### src/rtl/std_spi_slave_tx_rx_if.sv
`default_nettype none
// ============================================================================
// std_spi_slave_tx_rx_if : FIFO, control and SPI pin bundle for the SPI slave.
// Revision: 1.0
// ============================================================================
interface std_spi_slave_tx_rx_if;
    logic [1:0] rx_tx_dire;
    logic       tx_fifo_ren;
    logic       tx_fifo_empty;
    logic [7:0] tx_fifo_dout;
    logic       rx_fifo_wen;
    logic       rx_fifo_full;
    logic [7:0] rx_fifo_din;
    logic       rx_tx_start;
    logic       rx_tx_done;
    logic       rx_err;
    logic       tx_underrun;
    logic       spi_ss;
    logic       spi_sck;
    logic       spi_mosi;
    logic       spi_miso;
    logic       spi_miso_oe;

    modport slave (
        input  rx_tx_dire, tx_fifo_empty, tx_fifo_dout, rx_fifo_full,
               spi_ss, spi_sck, spi_mosi,
        output tx_fifo_ren, rx_fifo_wen, rx_fifo_din, rx_tx_start, rx_tx_done,
               rx_err, tx_underrun, spi_miso, spi_miso_oe
    );

    modport master (
        output rx_tx_dire, tx_fifo_empty, tx_fifo_dout, rx_fifo_full,
               spi_ss, spi_sck, spi_mosi,
        input  tx_fifo_ren, rx_fifo_wen, rx_fifo_din, rx_tx_start, rx_tx_done,
               rx_err, tx_underrun, spi_miso, spi_miso_oe
    );
endinterface
`default_nettype wire

### src/rtl/std_spi_slave_tx_rx.sv
`default_nettype none
// ============================================================================
// std_spi_slave_tx_rx : MSB-first 8-bit SPI slave between a TX and an RX FIFO.
// Optional SPI_SLAVE_MISO_TRISTATE_EN releases MISO to 'z' while deselected.
// Revision: 1.0
// ============================================================================
module std_spi_slave_tx_rx #(
    parameter logic       SPI_CPOL   = 1'b0,
    parameter logic       SPI_CPHA   = 1'b0,
    parameter logic [7:0] DUMMY_BYTE = 8'hff
) (
    input  wire logic              spi_clk,
    input  wire logic              spi_resetn,
    std_spi_slave_tx_rx_if.slave   bus
);
    typedef enum logic [0:0] {
        ST_IDLE   = 1'b0,
        ST_ACTIVE = 1'b1
    } state_t;

    state_t     state_q, state_d;
    logic [2:0] ss_q, sck_q;
    logic [1:0] mosi_q;
    logic [2:0] bit_cnt_q, bit_cnt_d;
    logic [7:0] rx_shift_q, rx_shift_d;
    logic [7:0] tx_shift_q, tx_shift_d;
    logic [7:0] rx_din_q, rx_din_d;
    logic       load_pend_q, load_pend_d;
    logic       from_fifo_q, from_fifo_d;
    logic       byte_pend_q, byte_pend_d;
    logic       start_q, start_d;
    logic       done_q, done_d;
    logic       wen_q, wen_d;
    logic       err_q, err_d;
    logic       under_q, under_d;
    logic       oe_q, oe_d;
    logic       miso_q, miso_d;

    logic w_ss_fall, w_ss_rise, w_lead, w_trail, w_sample, w_shift;
    logic w_tx_en, w_rx_en, w_active, w_load_req, w_ren;

    // Index 1 is the synchronized level, index 2 its one-cycle history.
    assign w_ss_fall = ss_q[2] & ~ss_q[1];
    assign w_ss_rise = ~ss_q[2] & ss_q[1];
    assign w_lead    = (sck_q[1] != SPI_CPOL) && (sck_q[2] == SPI_CPOL);
    assign w_trail   = (sck_q[1] == SPI_CPOL) && (sck_q[2] != SPI_CPOL);
    assign w_sample  = SPI_CPHA ? w_trail : w_lead;
    assign w_shift   = SPI_CPHA ? w_lead  : w_trail;

    // Reserved direction 2'b00 behaves as TX only.
    assign w_tx_en   = bus.rx_tx_dire[0] | ~bus.rx_tx_dire[1];
    assign w_rx_en   = bus.rx_tx_dire[1];
    assign w_active  = (state_q == ST_ACTIVE) && !w_ss_rise;
    assign w_load_req = ((state_q == ST_IDLE) && w_ss_fall && !SPI_CPHA) ||
                        (w_active && w_shift && (bit_cnt_q == 3'd0));
    assign w_ren     = w_load_req & w_tx_en & ~bus.tx_fifo_empty;

    always_comb begin
        state_d     = state_q;
        bit_cnt_d   = bit_cnt_q;
        rx_shift_d  = rx_shift_q;
        tx_shift_d  = tx_shift_q;
        rx_din_d    = rx_din_q;
        load_pend_d = w_load_req;
        from_fifo_d = w_ren;
        byte_pend_d = 1'b0;
        start_d     = 1'b0;
        done_d      = byte_pend_q;
        wen_d       = byte_pend_q & w_rx_en;
        err_d       = wen_q & bus.rx_fifo_full;
        under_d     = w_load_req & w_tx_en & bus.tx_fifo_empty;
        if (byte_pend_q && w_rx_en) begin
            rx_din_d = rx_shift_q;
        end

        case (state_q)
            ST_IDLE: begin
                if (w_ss_fall) begin
                    state_d   = ST_ACTIVE;
                    start_d   = 1'b1;
                    bit_cnt_d = 3'd0;
                end
            end
            ST_ACTIVE: begin
                // A deselect on the same cycle as a sample edge drops the sample.
                if (w_ss_rise) begin
                    state_d   = ST_IDLE;
                    bit_cnt_d = 3'd0;
                end else begin
                    if (w_sample) begin
                        rx_shift_d  = {rx_shift_q[6:0], mosi_q[1]};
                        bit_cnt_d   = bit_cnt_q + 3'd1;
                        byte_pend_d = (bit_cnt_q == 3'd7);
                    end
                    if (w_shift && !w_load_req) begin
                        tx_shift_d = {tx_shift_q[6:0], 1'b0};
                    end
                end
            end
            default: state_d = ST_IDLE;
        endcase

        // FIFO data arrives the cycle after the read strobe.
        if (load_pend_q) begin
            tx_shift_d = from_fifo_q ? bus.tx_fifo_dout : DUMMY_BYTE;
        end
        oe_d   = (state_d == ST_ACTIVE);
        miso_d = tx_shift_q[7];
    end

    always_ff @(posedge spi_clk or negedge spi_resetn) begin
        if (!spi_resetn) begin
            state_q     <= ST_IDLE;
            ss_q        <= 3'b111;
            sck_q       <= {3{SPI_CPOL}};
            mosi_q      <= 2'b00;
            bit_cnt_q   <= 3'd0;
            rx_shift_q  <= 8'h00;
            tx_shift_q  <= 8'hff;
            rx_din_q    <= 8'h00;
            load_pend_q <= 1'b0;
            from_fifo_q <= 1'b0;
            byte_pend_q <= 1'b0;
            start_q     <= 1'b0;
            done_q      <= 1'b0;
            wen_q       <= 1'b0;
            err_q       <= 1'b0;
            under_q     <= 1'b0;
            oe_q        <= 1'b0;
            miso_q      <= 1'b1;
        end else begin
            state_q     <= state_d;
            ss_q        <= {ss_q[1:0], bus.spi_ss};
            sck_q       <= {sck_q[1:0], bus.spi_sck};
            mosi_q      <= {mosi_q[0], bus.spi_mosi};
            bit_cnt_q   <= bit_cnt_d;
            rx_shift_q  <= rx_shift_d;
            tx_shift_q  <= tx_shift_d;
            rx_din_q    <= rx_din_d;
            load_pend_q <= load_pend_d;
            from_fifo_q <= from_fifo_d;
            byte_pend_q <= byte_pend_d;
            start_q     <= start_d;
            done_q      <= done_d;
            wen_q       <= wen_d;
            err_q       <= err_d;
            under_q     <= under_d;
            oe_q        <= oe_d;
            miso_q      <= miso_d;
        end
    end

    assign bus.tx_fifo_ren = w_ren;
    assign bus.rx_fifo_wen = wen_q;
    assign bus.rx_fifo_din = rx_din_q;
    assign bus.rx_tx_start = start_q;
    assign bus.rx_tx_done  = done_q;
    assign bus.rx_err      = err_q;
    assign bus.tx_underrun = under_q;
    assign bus.spi_miso_oe = oe_q;

`ifdef SPI_SLAVE_MISO_TRISTATE_EN
    assign bus.spi_miso = oe_q ? miso_q : 1'bz;
`else
    assign bus.spi_miso = miso_q;
`endif

endmodule
`default_nettype wire

### src/flat_wrapper.sv
// flat-port wrapper written by rule: the top's interface ports become plain ports
module std_spi_slave_tx_rx_flat 
#(
    parameter logic       SPI_CPOL   = 1'b0,
    parameter logic       SPI_CPHA   = 1'b0,
    parameter logic [7:0] DUMMY_BYTE = 8'hff
)
  (spi_clk, spi_resetn, bus_rx_tx_dire, bus_tx_fifo_empty, bus_tx_fifo_dout, bus_rx_fifo_full, bus_spi_ss, bus_spi_sck, bus_spi_mosi, bus_tx_fifo_ren, bus_rx_fifo_wen, bus_rx_fifo_din, bus_rx_tx_start, bus_rx_tx_done, bus_rx_err, bus_tx_underrun, bus_spi_miso, bus_spi_miso_oe);
  std_spi_slave_tx_rx_if bus_i ();
  input  wire logic spi_clk;
  input  wire logic spi_resetn;
  input wire logic [$bits(bus_i.rx_tx_dire)-1:0] bus_rx_tx_dire;
  input wire logic [$bits(bus_i.tx_fifo_empty)-1:0] bus_tx_fifo_empty;
  input wire logic [$bits(bus_i.tx_fifo_dout)-1:0] bus_tx_fifo_dout;
  input wire logic [$bits(bus_i.rx_fifo_full)-1:0] bus_rx_fifo_full;
  input wire logic [$bits(bus_i.spi_ss)-1:0] bus_spi_ss;
  input wire logic [$bits(bus_i.spi_sck)-1:0] bus_spi_sck;
  input wire logic [$bits(bus_i.spi_mosi)-1:0] bus_spi_mosi;
  output wire logic [$bits(bus_i.tx_fifo_ren)-1:0] bus_tx_fifo_ren;
  output wire logic [$bits(bus_i.rx_fifo_wen)-1:0] bus_rx_fifo_wen;
  output wire logic [$bits(bus_i.rx_fifo_din)-1:0] bus_rx_fifo_din;
  output wire logic [$bits(bus_i.rx_tx_start)-1:0] bus_rx_tx_start;
  output wire logic [$bits(bus_i.rx_tx_done)-1:0] bus_rx_tx_done;
  output wire logic [$bits(bus_i.rx_err)-1:0] bus_rx_err;
  output wire logic [$bits(bus_i.tx_underrun)-1:0] bus_tx_underrun;
  output wire logic [$bits(bus_i.spi_miso)-1:0] bus_spi_miso;
  output wire logic [$bits(bus_i.spi_miso_oe)-1:0] bus_spi_miso_oe;
  assign bus_i.rx_tx_dire = bus_rx_tx_dire;
  assign bus_i.tx_fifo_empty = bus_tx_fifo_empty;
  assign bus_i.tx_fifo_dout = bus_tx_fifo_dout;
  assign bus_i.rx_fifo_full = bus_rx_fifo_full;
  assign bus_i.spi_ss = bus_spi_ss;
  assign bus_i.spi_sck = bus_spi_sck;
  assign bus_i.spi_mosi = bus_spi_mosi;
  assign bus_tx_fifo_ren = bus_i.tx_fifo_ren;
  assign bus_rx_fifo_wen = bus_i.rx_fifo_wen;
  assign bus_rx_fifo_din = bus_i.rx_fifo_din;
  assign bus_rx_tx_start = bus_i.rx_tx_start;
  assign bus_rx_tx_done = bus_i.rx_tx_done;
  assign bus_rx_err = bus_i.rx_err;
  assign bus_tx_underrun = bus_i.tx_underrun;
  assign bus_spi_miso = bus_i.spi_miso;
  assign bus_spi_miso_oe = bus_i.spi_miso_oe;
  std_spi_slave_tx_rx #(.SPI_CPOL(SPI_CPOL), .SPI_CPHA(SPI_CPHA), .DUMMY_BYTE(DUMMY_BYTE)) u_core (.spi_clk(spi_clk), .spi_resetn(spi_resetn), .bus(bus_i));
endmodule
### config.mk
export PLATFORM = sky130hd
export DESIGN_NAME = std_spi_slave_tx_rx_flat
export DESIGN_NICKNAME = d
export VERILOG_FILES = /design/src/rtl/std_spi_slave_tx_rx_if.sv /design/src/rtl/std_spi_slave_tx_rx.sv /design/src/flat_wrapper.sv
export SDC_FILE = /design/constraint.sdc
export NUM_CORES = 1
export LEC_CHECK = 0
export CAP_MARGIN = 0
export CORE_AREA = 5 5 63 65
export CTS_CLUSTER_SIZE = 10
export DETAILED_ROUTE_END_ITERATION = 16
export DIE_AREA = 0 0 68 70
export DONT_BUFFER_PORTS = 1
export PLACE_DENSITY = 0.73
export SYNTH_ARGS = -nofsm -noshare
export SYNTH_HDL_FRONTEND = slang
export SYNTH_SLANG_ARGS = --single-unit
### constraint.sdc
create_clock -name spi_clk -period 5.3 [get_ports spi_clk]
set_input_delay 1.59 -clock spi_clk [delete_from_list [all_inputs] [get_ports spi_clk]]
set_output_delay 1.59 -clock spi_clk [all_outputs]
set_load 0.01 [all_outputs]
* Word level (Yosys, flattened, before mapping)
Index checks and enable logic that the tools add are counted.
Word-level totals: flip-flop bits (word level) 45
Operators by class: add/subtract/negate cells 1, equality and inequality tests 4, mux-type cells 16, bitwise operators 16, reductions and logical operators 17
Operators by type and width (number):
- $mux W8 | 5
- $mux W3 | 3
- $logic_and A1 B1 Y1 | 8
- $not A1 Y1 | 8
- $and A1 B1 Y1 | 7
- $mux W1 | 6
- $pmux W3 S2 | 1
- $reduce_and A3 Y1 | 2
- $ne A2 B1 Y1 const B | 2
- $reduce_bool A2 Y1 | 2
- $add A3 B1 Y3 const B | 1
- $eq A3 B3 Y1 const B | 1
- $logic_not A3 Y1 | 1
- $ne A3 B3 Y1 const B | 1
- $logic_not A1 Y1 | 2
- $pmux W1 S2 | 1
- $reduce_and A2 Y1 | 1
- $logic_or A1 B1 Y1 | 1
- $or A1 B1 Y1 | 1

* Longest topological paths before layout
depth after elaboration 13, gate-level depth with buffers 6, gate-level depth less buffers 5

* Worst setup path before layout
OpenSTA, ideal clock, no wires.
path kind input to output, from input port bus_rx_tx_dire[1], to output port bus_tx_fifo_ren, arrival time 2.013 ns, data required time 3.710 ns, slack 1.697 ns, stages 2, buffers on the path 0, cell sequence nor2b_1 -> nor3_1
On the way: word-level cells in the longest chain between the ends 4
RTL lines:
- from (decl) | RTL line flat_wrapper.sv:12 | input wire logic [$bits(bus_i.rx_tx_dire)-1:0] bus_rx_tx_dire;
- $not A1 Y1 | RTL line std_spi_slave_tx_rx.sv:51 | assign w_tx_en = bus.rx_tx_dire[0] | ~bus.rx_tx_dire[1];
- $or A1 B1 Y1 | RTL line std_spi_slave_tx_rx.sv:51
- $and A1 B1 Y1 (2 in a row) | RTL line std_spi_slave_tx_rx.sv:56 | assign w_ren = w_load_req & w_tx_en & ~bus.tx_fifo_empty;
- to (decl) | RTL line flat_wrapper.sv:19 | output wire logic [$bits(bus_i.tx_fifo_ren)-1:0] bus_tx_fifo_ren;
No other way between the ends.

* Worst setup path in the final report
from register u_core.bit_cnt_q[0], to output port bus_tx_fifo_ren
On the way: word-level cells in the longest chain between the ends 5
RTL lines:
- from (decl) | RTL line std_spi_slave_tx_rx.sv:24 | logic [2:0] bit_cnt_q, bit_cnt_d;
- from (signal assigned) | RTL line std_spi_slave_tx_rx.sv:136 | bit_cnt_q <= bit_cnt_d;
- $logic_not A3 Y1 | RTL line std_spi_slave_tx_rx.sv:55 | (w_active && w_shift && (bit_cnt_q == 3'd0));
- $logic_and A1 B1 Y1 | RTL line std_spi_slave_tx_rx.sv:55
- $logic_or A1 B1 Y1 | RTL line std_spi_slave_tx_rx.sv:54 | assign w_load_req = ((state_q == ST_IDLE) && w_ss_fall && !SPI_CPHA) ||
- $and A1 B1 Y1 (2 in a row) | RTL line std_spi_slave_tx_rx.sv:56
No other way between the ends.

==> results.py <==
metrics = {
    "critical_path": {
        "cp_cell_sequence": "inv_1 -> ha_1 -> nor2b_1 -> a41oi_1 -> nor3_1",
        "crit_start": "u_core.bit_cnt_q[0]$_DFFE_PN0P_",
        "cp_num_buf_inv": 1,
        "slowest_delay_ns": 0.49,
        "reg2reg_from": "u_core.bit_cnt_q[0]$_DFFE_PN0P_",
        "critPathCaptureType": "output port",
        "path_max_fanout": 8,
        "crit_family": "simple AND/OR/NAND/NOR gates",
        "worstSetupStartpointType": "register",
        "worst_ep_arrival_time_ns": 2.21,
        "crit_slowest_cell": "nor3_1",
        "crit_type": "reg -> out",
        "cp.required_ns": 3.71,
    },
    "timing": {
        "drv_slew": 0,
        "hold_ws_ns": 0.364,
        "final-setup-viol-count": 0,
        "fin_tns_setup_ns": 0,
        "finalHoldViolations": 0,
        "rsz0062_at_grt": "no",
        "timing.final.crit_share": 0.717,
        "clock_skew_ns": 0.00797,
        "max_freq_mhz": 263,
        "final.min_clock_period_ns": 3.80,
        "worst_pin_slew_ns": 0.775,
        "slew_headroom": 0.483,
    },
    "clocking": {
        "cts_hold_buffers": 0,
        "cts-resized-gates": 0,
        "clockRootBuffer": "clkbuf_4",
        "clk_latency_ns": 0.34,
        "cts_max_level": 2,
        "clkTransAtPathRegs_ns": 0.13,
        "numClockSinks": 45,
        "cts_max_path_buffers": 2,
        "post_cts_buffers": 0,
        "cts_tree": "done",
        "numCtsBuffers": 5,
    },
    "synth": {
        "syn-num-nets": 163,
        "ys_seq_elements": 45,
        "yosysWarnings": 0,
        "ys_seq_area_frac": 0.596,
        "netlist_area_um2": 1920,
        "netlist_instances": 143,
        "syn_avg_cell_area_um2": 13.4,
        "ys_types": 32,
    },
    "die": {
        "die_y_um": 70,
        "die_w_um": 68,
        "initial_core_util": 0.583,
        "core_um2": 3280,
        "io_pins": 33,
        "die_area_um2": 4760,
        "num_rows": 21,
    },
    "layout": {
        "syn_to_final_growth_pct": 3.00,
        "drive_gt1_frac": 0.282,
        "antenna_cells": 0,
        "layout_common_cells": "dfrtp_1 (33), inv_1 (16), dfstp_2 (12)",
        "nets": 161,
        "final_common_cell": "dfrtp_1",
    },
    "global_route": {
        "grt_max_degree": 46,
        "grt_pass1_vias": 1059,
        "overflow": 0,
        "grt_pass1_wl_um": 5060,
        "grt_use_total": 0.139,
        "antenna_found_initial": 0,
    },
    "placement": {
        "place_congestion": 0.804,
        "io_buffers": 0,
        "hpwl_um": 2120,
    },
    "power_and_ir_drop": {
        "power_density_nw_per_um2": 371,
        "ir_worst_vdd_mv": 0.179,
        "leakagePower_nw": 0.940,
    },
    "routing": {
        "avgViaCountPerCell": 5.83,
        "drt_iter0_drc": 64,
        "wl_um": 3010,
        "num_vias": 1096,
        "drc_errors": 0,
        "dr.pass1.iters": 6,
        "ant_nets": 0,
        "wl_per_cell_um": 16.0,
    },
    "outcome": {
        "status": "complete, no violations",
    },
    "worst_hold_path": {
        "min_path_type": "reg -> reg",
        "min_from": "u_core.ss_q[0]$_DFF_PN1_",
    },
    "run": {
        "max_cap_violations": 0,
    },
}
==> synth_stat cells <==
master / instances / area, µm²
dfrtp_1: 33 / 826
inv_1: 16 / 60.1
dfstp_2: 12 / 315
a41oi_1: 9 / 78.8
mux2_2: 9 / 101
nand2_1: 9 / 33.8
mux2_4: 7 / 105
o32a_1: 7 / 70.1
nor4b_1: 6 / 52.6
buf_2: 4 / 20.0
buf_6: 3 / 33.8
ha_1: 3 / 37.5
nor2b_1: 3 / 18.8
nor2_1: 2 / 7.51
nor3_1: 2 / 10.0
o32ai_1: 2 / 17.5
and2_1: 1 / 6.26
and2b_1: 1 / 7.51
buf_4: 1 / 7.51
clkbuf_1: 1 / 3.75
nand2b_1: 1 / 6.26
nand2b_2: 1 / 8.76
nand3_2: 1 / 10.0
nand4_1: 1 / 6.26
nand4b_1: 1 / 8.76
nor2b_4: 1 / 13.8
nor3b_1: 1 / 7.51
nor3b_2: 1 / 12.5
o21a_1: 1 / 7.51
o21ai_0: 1 / 5.00
o22a_1: 1 / 8.76
o31ai_1: 1 / 7.51
==> stage by stage <==
| step | area, µm² | util | std cells | setup slack [ns] | power [W] |
|---|---|---|---|---|---|
| 2_1_floorplan | 1920 | - | 143 | 1.70 | 0.000551 |
| 3_3_place_gp | 1910 | 0.581 | 180 | 1.64 | 0.000562 |
| 3_5_place_dp | 1910 | 0.581 | 180 | 1.59 | 0.000570 |
| 4_1_cts | 1970 | 0.601 | 188 | 1.44 | 0.000740 |
| 5_1_grt | 1970 | 0.601 | 188 | 1.21 | 0.000771 |
| 6_report | 1970 | 0.601 | 188 | 1.50 | 0.000731 |
==> where the power goes <==
| group | leakage, nW | total [W] | internal [W] | switching (W) |
|---|---|---|---|---|
| Sequential | 0.561 | 0.000447 | 0.000406 | 0.0000407 |
| Clock | 0.0382 | 0.000168 | 0.0000648 | 0.000103 |
| Combinational | 0.341 | 0.000116 | 0.0000683 | 0.0000480 |
| Total | 0.940 | 0.000731 | 0.000539 | 0.000192 |
==> routing by layer <==
layer,vias to the layer above,track usage,share of wire
li1,504,-,-
met1,549,0.195,0.44
met2,36,0.199,0.47
met3,7,0.0465,0.078
met4,0,0.0464,0.014
met5,-,0,0
==> flip-flops by register name, summed over array words and instances, names as in the netlist, 2 cells and up <==
signal                  cells
u_core.bus.rx_fifo_din      8
u_core.rx_shift_q           8
u_core.ss_q                 3
u_core.tx_shift_q           8
u_core.bit_cnt_q            3
u_core.mosi_q               2
u_core.sck_q                3
==> cell families after synthesis <==
group / share of synthesized area
buf+inv: 0.0653
compound gates: 0.102
simple gates: 0.110
flops: 0.596
mux: 0.108
fa+ha+maj: 0.0196
==> worst paths after layout <==
kind                       cells past startpoint  slack (ns)                          endpoint
max                                            5        1.50                   bus_tx_fifo_ren
min                                            0        0.36          u_core.ss_q[1]$_DFF_PN1_
max reg2reg                                    5        3.28      u_core.from_fifo_q$_DFF_PN0_
min reg2reg                                    0        0.36          u_core.ss_q[1]$_DFF_PN1_
max in group asynchronous                      0        4.20  u_core.tx_shift_q[2]$_DFFE_PN1P_
min in group asynchronous                      0        0.92         u_core.sck_q[1]$_DFF_PN0_
==> cell type report <==
class / count / area, µm²
Fill cell: 251 / 1310
Sequential cell: 45 / 1140
Multi-Input combinational cell: 73 / 649
Inverter: 16 / 60.1
Tap cell: 46 / 57.6
Clock buffer: 6 / 51.3
Clock inverter: 2 / 13.8
Power figures use the tool's default switching activity.
